[src/rtl/clear_lines.sv]
// rtl/clear_lines.sv - line-clear stage: scan board bottom-up, shift full rows down, zero-fill row 0
module clear_lines #(
    parameter int ROWS = 24
) (
    input  logic       i_clk,
    input  logic       i_reset,
    input  logic       i_start,
    input  logic [5:0] i_ram_q,
    output logic [7:0] o_ram_addr,
    output logic [5:0] o_data,
    output logic       o_wren,
    output logic       o_complete,
    output logic [2:0] o_lines_cleared
);

    localparam logic [4:0] LAST_ROW = 5'(ROWS - 1);

    typedef enum logic [3:0] {
        IDLE,
        SCAN_ADDR,
        SCAN_WAIT,
        SCAN_CAP,
        SH_ADDR,
        SH_WAIT,
        SH_CAP,
        SH_SETUP,
        SH_PULSE,
        SH_END,
        Z_SETUP,
        Z_PULSE,
        Z_END,
        DONE
    } state_t;

    state_t     r_state;
    logic [4:0] r_y;
    logic [3:0] r_x;
    logic [4:0] r_r;
    logic [5:0] r_cell;

    logic [7:0] w_scan_addr;
    logic [7:0] w_src_addr;
    logic [7:0] w_dst_addr;
    logic [4:0] w_r_above;

    // Board addresses: cell under scan, source cell one row up, destination cell in row r.
    assign w_r_above   = r_r - 5'd1;
    assign w_scan_addr = 8'(r_y) * 8'd10 + 8'(r_x);
    assign w_src_addr  = 8'(w_r_above) * 8'd10 + 8'(r_x);
    assign w_dst_addr  = 8'(r_r) * 8'd10 + 8'(r_x);

    // Control FSM: scan rows, shift rows above a full row down, zero row 0, then rescan.
    always_ff @(posedge i_clk or posedge i_reset) begin
        if (i_reset) begin
            r_state         <= IDLE;
            r_y             <= 5'd0;
            r_x             <= 4'd0;
            r_r             <= 5'd0;
            r_cell          <= 6'd0;
            o_ram_addr      <= 8'd0;
            o_data          <= 6'd0;
            o_wren          <= 1'b0;
            o_complete      <= 1'b0;
            o_lines_cleared <= 3'd0;
        end else if (!i_start) begin
            // Losing the port mid-run abandons the operation; the count is kept for the caller.
            r_state    <= IDLE;
            o_wren     <= 1'b0;
            o_complete <= 1'b0;
        end else begin
            case (r_state)
                IDLE: begin
                    r_y             <= LAST_ROW;
                    r_x             <= 4'd0;
                    o_lines_cleared <= 3'd0;
                    o_complete      <= 1'b0;
                    r_state         <= SCAN_ADDR;
                end
                SCAN_ADDR: begin
                    o_ram_addr <= w_scan_addr;
                    r_state    <= SCAN_WAIT;
                end
                SCAN_WAIT: r_state <= SCAN_CAP;
                SCAN_CAP: begin
                    if (i_ram_q == 6'd0) begin
                        // First empty cell ends this row's scan early.
                        if (r_y == 5'd0) begin
                            o_complete <= 1'b1;
                            r_state    <= DONE;
                        end else begin
                            r_y     <= r_y - 5'd1;
                            r_x     <= 4'd0;
                            r_state <= SCAN_ADDR;
                        end
                    end else if (r_x != 4'd9) begin
                        r_x     <= r_x + 4'd1;
                        r_state <= SCAN_ADDR;
                    end else begin
                        if (o_lines_cleared != 3'd7)
                            o_lines_cleared <= o_lines_cleared + 3'd1;
                        r_r     <= r_y;
                        r_x     <= 4'd0;
                        r_state <= (r_y == 5'd0) ? Z_SETUP : SH_ADDR;
                    end
                end
                SH_ADDR: begin
                    o_ram_addr <= w_src_addr;
                    r_state    <= SH_WAIT;
                end
                SH_WAIT: r_state <= SH_CAP;
                SH_CAP: begin
                    r_cell  <= i_ram_q;
                    r_state <= SH_SETUP;
                end
                SH_SETUP: begin
                    o_ram_addr <= w_dst_addr;
                    o_data     <= r_cell;
                    r_state    <= SH_PULSE;
                end
                SH_PULSE: begin
                    o_wren  <= 1'b1;
                    r_state <= SH_END;
                end
                SH_END: begin
                    o_wren <= 1'b0;
                    if (r_x == 4'd9) begin
                        r_x     <= 4'd0;
                        r_r     <= w_r_above;
                        r_state <= (r_r == 5'd1) ? Z_SETUP : SH_ADDR;
                    end else begin
                        r_x     <= r_x + 4'd1;
                        r_state <= SH_ADDR;
                    end
                end
                Z_SETUP: begin
                    o_ram_addr <= 8'(r_x);
                    o_data     <= 6'd0;
                    r_state    <= Z_PULSE;
                end
                Z_PULSE: begin
                    o_wren  <= 1'b1;
                    r_state <= Z_END;
                end
                Z_END: begin
                    o_wren <= 1'b0;
                    if (r_x == 4'd9) begin
                        // Rescan the same row: the row above has dropped into it.
                        r_x     <= 4'd0;
                        r_state <= SCAN_ADDR;
                    end else begin
                        r_x     <= r_x + 4'd1;
                        r_state <= Z_SETUP;
                    end
                end
                DONE: begin
                    o_complete <= 1'b1;
                    o_wren     <= 1'b0;
                end
                default: r_state <= IDLE;
            endcase
        end
    end

endmodule

[config.mk]
export PLATFORM = sky130hd
export DESIGN_NAME = clear_lines
export DESIGN_NICKNAME = d
export VERILOG_FILES = /design/src/rtl/clear_lines.sv
export SDC_FILE = /design/constraint.sdc
export NUM_CORES = 1
export LEC_CHECK = 0
export BUFFER_PORTS_ARGS = -buffer_cell sky130_fd_sc_hd__buf_2
export CORE_UTILIZATION = 45
export DETAILED_ROUTE_END_ITERATION = 10
export SYNTH_ARGS = -nofsm -noshare
export SYNTH_HDL_FRONTEND = slang
export SYNTH_SLANG_ARGS = --single-unit
[constraint.sdc]
create_clock -name i_clk -period 3.63 [get_ports i_clk]
set_input_delay 0.726 -clock i_clk [delete_from_list [all_inputs] [get_ports i_clk]]
set_output_delay 0.726 -clock i_clk [all_outputs]
set_load 0.05 [all_outputs]
## Word level (Yosys, flattened, before mapping)

Index checks and enable logic that the tools add are counted.

| word-level totals | value |
|---|---|
| logic and storage cells | 101 |
| register bits after elaboration | 43 |
| bits of input ports | 9 |
| output and inout bits | 19 |

| cells by class | value |
|---|---|
| $add $sub $neg | 7 |
| reduce and logical (&&, ||, !) cells | 19 |
| $mul | 3 |
| muxes and demuxes | 33 |
| eq/ne operators | 29 |

Operators with widths:

| kind | number |
|---|---|
| $pmux W4 S14 | 1 |
| $mux W4 | 12 |
| $pmux W8 S4 | 1 |
| $eq A4 B4 Y1 const B | 7 |
| $mux W5 | 5 |
| $add A8 B4 Y8 | 3 |
| $mul A5 B3 Y7 const B | 3 |
| $pmux W5 S2 | 2 |
| $eq A4 B3 Y1 const B | 4 |
| $ne A3 B3 Y1 const B | 5 |
| $ne A2 B2 Y1 const B | 7 |
| $pmux W4 S3 | 1 |
| $pmux W6 S2 | 1 |
| $reduce_and A5 Y1 | 2 |
| $sub A5 B1 Y5 const B | 2 |
| $mux W3 | 3 |
| $eq A4 B2 Y1 const B | 2 |
| $logic_not A6 Y1 | 1 |
| $pmux W3 S2 | 1 |
| $reduce_and A2 Y1 | 3 |
| $reduce_and A3 Y1 | 2 |
| $reduce_bool A2 Y1 | 3 |
| $eq A5 B1 Y1 const B | 1 |
| $logic_not A5 Y1 | 1 |
| other kinds (14) | 18 |

## Depth between registers and ports, before layout

| logic depth | value |
|---|---|
| depth in word-level cells | 6 |
| gate-level depth with buffers | 13 |
| depth with buffers taken out | 13 |

## Worst setup path before layout

OpenSTA, ideal clock, no wires.

| path | value |
|---|---|
| kind | register to register |
| start | register r_r[0] |
| end | register o_ram_addr[6] |
| library setup time | 121 ps |
| arrival time | 3201 ps |
| data required time | 3509 ps |
| cell stages (with the launch flop) | 14 |
| slack | 308 ps |
| clock period less this slack | 3322 ps |
| cell sequence | dfrtp_1 > inv_1 > ha_1 > nor3b_1 > xnor2_1 > inv_1 > ha_1 > fa_1 > nand4bb_1 > a21oi_2 > o22ai_1 > a2111oi_1 > xnor2_1 > a22o_1 |

| on the way | value |
|---|---|
| longest elaborated chain between the ends | 4 |
| elaborated cells on any way between the ends | 6 |
| those cells by class | add/sub: 3; mul: 2; mux: 1 |

Ends and longest elaborated chain:

| item | line | text |
|---|---|---|
| from (decl) | 38 | `logic [4:0] r_r;` |
| from (signal assigned) | 101 | `r_r <= r_y;` |
| from (signal assigned) | 128 | `r_r <= w_r_above;` |
| $sub A5 B1 Y5 | 47 | `assign w_r_above = r_r - 5'd1;` |
| $mul A5 B3 Y7 | 49 | `assign w_src_addr = 8'(w_r_above) * 8'd10 + 8'(r_x);` |
| $add A8 B4 Y8 | 49 |  |
| $pmux W8 S4 * | 71 | `case (r_state)` |
| to (signal assigned) | 80 | `o_ram_addr <= w_scan_addr;` |
| to (signal assigned) | 107 | `o_ram_addr <= w_src_addr;` |
| to (signal assigned) | 116 | `o_ram_addr <= w_dst_addr;` |
| to (decl) | 9 | `output logic [7:0] o_ram_addr,` |

Mark *: on every way between the ends. The rest lies on a longest branch, timed or not.
A chain may end at the register's enable or synchronous reset.

## Worst setup path in the final report

| path | value |
|---|---|
| start | register r_r[0] |
| end | register o_ram_addr[7] |

The elaborated chain is that of the path after synthesis.

==> run_results.csv <==
group,metric,value,unit
clock_tree,path_clk_slew,90,ps
sta,rsz0062_at_grt,"false",
floorplanning,fp.dieH,85.4,um
detailed_routing,totalWireLength,6920,um
sta,clock_skew,8.15,ps
clock_tree,cts_resized,0,
detailed_routing,wl_met2,3170,um
detailed_routing,ant_nets,0,
floorplanning,die_area,0.00729,mm2
layout,final_layout_size_suffix_gt1_frac,0.181,
grt,grt_pass1_wl,11900,um
placed_design,port_buffers,27,
layout,num-fill-cells,640,
floorplanning,fp.dieW,85.4,um
critical_path,arrival,3510,ps
critical_path,crit_type,"flop to flop",
synth,syn_inst,340,
floorplanning,core,0.00676,mm2
synth,async_flop_share,1.00,
power_and_ir_drop,vdd_drop_max,0.179,mV
placed_design,hpwlAfterDp,5200,um
clock_tree,tritoncts,"yes",
synth,synth_edf_count,0,
grt,first_global_vias,2452,
sta,finalMaxSlewViolations,0,
clock_tree,cts_setup_buffers,0,
layout,syn2layout_area_growth,11.6,%
detailed_routing,drc,0,
placed_design,gp_congestion,0.849,
sta,worst_slew_pin_slew,867,ps
synth,ys_ff_latch,43,
detailed_routing,viasPerCell,5.72,
critical_path,cp-start-kind,"flop",
critical_path,cp_slowest_cell,"fa_1",
synth,yosys-top-cells-area,"dfrtp_1 (34%), ha_1 (11%), nand2_1 (5.9%), o21ai_0 (3.2%), xnor2_1 (3.1%)",
layout,stdcell_count,450,
synth,synthFlopType,"dfrtp_1",
run,drv_cap,0,
clock_tree,root_buffer,"clkbuf_8",
synth,synth_area,0.00313,mm2
synth,yosysWarnings,0,
clock_tree,insertion_delay,300,ps
sta,period_minus_slack,3320,ps
synth,synth.largest_area_cell,"dfrtp_1",
critical_path,cpPeakStageDelay,540,ps
detailed_routing,met3WireLength,240,um
sta,fmax,301,MHz
power_and_ir_drop,power_density,320,mW/mm2
power_and_ir_drop,leakagePower,1.60,nW
critical_path,crit_fanout,8,
placed_design,post-place-cells,442,
detailed_routing,drt_iter0_drc,95,
clock_tree,cts-hold-fix-buffers,0,
floorplanning,boundaryPins,28,
detailed_routing,wl_met1,3410,um
clock_tree,cts_buffers,5,
grt,overflow,0,
floorplanning,initial_utilization,0.463,
critical_path,path_cells,"inv_1 -> ha_1 -> nor3b_2 -> xnor2_1 -> inv_1 -> ha_1 -> fa_1 -> nand4bb_1 -> a21oi_2 -> o22ai_1 -> a2111oi_4 -> xor2_1 -> a22o_1",
sta,setup_tns,0,ps
power_and_ir_drop,finalPower,0.00112,W
critical_path,cp.required,3820,ps
grt,grt_antenna_before_repair,0,
layout,n_antenna_cell,0,
synth,yosysSeqAreaShare,0.344,
detailed_routing,routedWlPerCell,15.4,um
grt,grt_start_max_net_pins,24,
synth,avgSynthCellArea,9.20,um2
synth,yosysTopAreaCellShare,0.344,
clock_tree,clock-sinks,43,
detailed_routing,firstDrtPassIters,4,
synth,synth_nets,381,
sta,setup_violations,0,
floorplanning,rows,30,
clock_tree,htreeDepth,2,
layout,nets,410,
sta,whs,445,ps
sta,slew-limit-headroom,0.418,
grt,grt_usage,0.206,
sta,min_period_over_period,0.915,
critical_path,crit_path_end_kind,"flop",
sta,hold_viol_final,0,
synth,synth_cell_type_count,61,
hold_path,hold_path_class,"input port to asynchronous set/reset pin",
clock_tree,clockBufferDepth,2,
detailed_routing,routed-via-count,2573,
outcome,outcome,"finished clean",
detailed_routing,highest_layer,"met4",
## cells by family (layout without fill, tap and decap cells)
logic type	count (synthesis)	after routing	share of synthesized area
AND/OR/NAND/NOR	113	113	0.184
XOR/XNOR	16	16	0.0448
flip-flops	43	43	0.344
AO/OA/AOI/OAI	96	96	0.210
buffers and inverters	28	58	0.0388
multiplexers	12	12	0.0416
adder cells (fa/ha/maj)	32	32	0.138
## synth_stat cells, drive strengths merged, types with 6 or more instances
cell / count
nand3: 9
nand2: 49
nor2: 14
o21ai: 30
mux2: 8
inv: 13
dfrtp: 43
xnor2: 11
nor3: 10
a21oi: 17
clkbuf: 9
buf: 6
ha: 28
## power by group
group | switching, W | internal [W]
logic | 0.000150 | 0.0000584
registers | 0.0000156 | 0.000500
clock network | 0.000186 | 0.000208
total | 0.000351 | 0.000766
## final cells by class
cell class / instances / area, um2 / share of cell area
clock buffers: 5 / 68.8 / 0.0197
clock inverters: 3 / 46.3 / 0.0133
inverters: 13 / 48.8 / 0.0140
multi-input cells: 269 / 1940 / 0.556
flip-flops and latches: 43 / 1080 / 0.308
well taps: 80 / 100 / 0.0287
repair buffers: 37 / 210 / 0.0602
## sequential cells by signal, indices dropped and copies added (netlist names)
register	cells
o_ram_addr	8
r_x	4
o_wren	1
r_y	5
o_complete	1
o_data	6
r_state	4
r_cell	6
o_lines_cleared	3
r_r	5
## path summary, 6_finish.rpt
| path | start | endpoint | slack [ps] | cells past startpoint |
|---|---|---|---|---|
| max | r_r[0]$_DFFE_PP0P_ | o_ram_addr[7]$_DFFE_PP0P_ | 310 | 13 |
| min | i_reset | o_data[3]$_DFFE_PP0P_ | 440 | 2 |
| max reg2reg | r_r[0]$_DFFE_PP0P_ | o_ram_addr[7]$_DFFE_PP0P_ | 310 | 13 |
| min reg2reg | o_data[1]$_DFFE_PP0P_ | o_data[1]$_DFFE_PP0P_ | 480 | 2 |
| max in group asynchronous | i_reset | r_r[0]$_DFFE_PP0P_ | 2460 | 3 |
| min in group i_clk | o_data[1]$_DFFE_PP0P_ | o_data[1]$_DFFE_PP0P_ | 480 | 2 |
## routing by layer
metal,vias to the layer above,global-route usage
li1,1299,-
met1,1216,0.293
met2,47,0.326
met3,11,0.0331
met4,0,0.0545
met5,-,0
## worst max-delay path, delay by kind of cell, from the launching register on
family | cells | cell delay [ps]
flip-flops | 1 | 450
adder cells (fa/ha/maj) | 3 | 1090
AO/OA/AOI/OAI | 4 | 950
AND/OR/NAND/NOR | 2 | 280
XOR/XNOR | 2 | 290
buffers and inverters | 2 | 140
## cell usage in the layout, fill, tap and decap left out, types with 3 or more instances in the layout
master,n
o21ai_1,10
o31ai_1,4
xor2_1,5
a32oi_1,3
and2_1,4
and3_1,5
a21o_1,4
nor2_1,14
nor3_1,10
a211oi_1,4
fa_1,4
o21ai_0,20
nor2b_1,3
a21oi_1,15
mux2i_1,4
o22ai_1,3
nand3_1,9
clkbuf_8,5
xnor2_1,11
inv_1,10
mux2_2,8
nand2_1,49
ha_1,28
a22o_1,5
o211ai_1,5
dfrtp_1,42
buf_2,27
a31oi_1,3
buf_4,10
## per-stage QoR
step	setup slack, ps	utilization	cell area (um2)
2_1_floorplan	308	-	3130
3_3_place_gp	200	0.498	3370
3_5_place_dp	81.5	0.498	3370
4_1_cts	39.2	0.515	3480
5_1_grt	18.8	0.517	3490
6_report	309	0.517	3490
(Power assumes the default switching activity.)
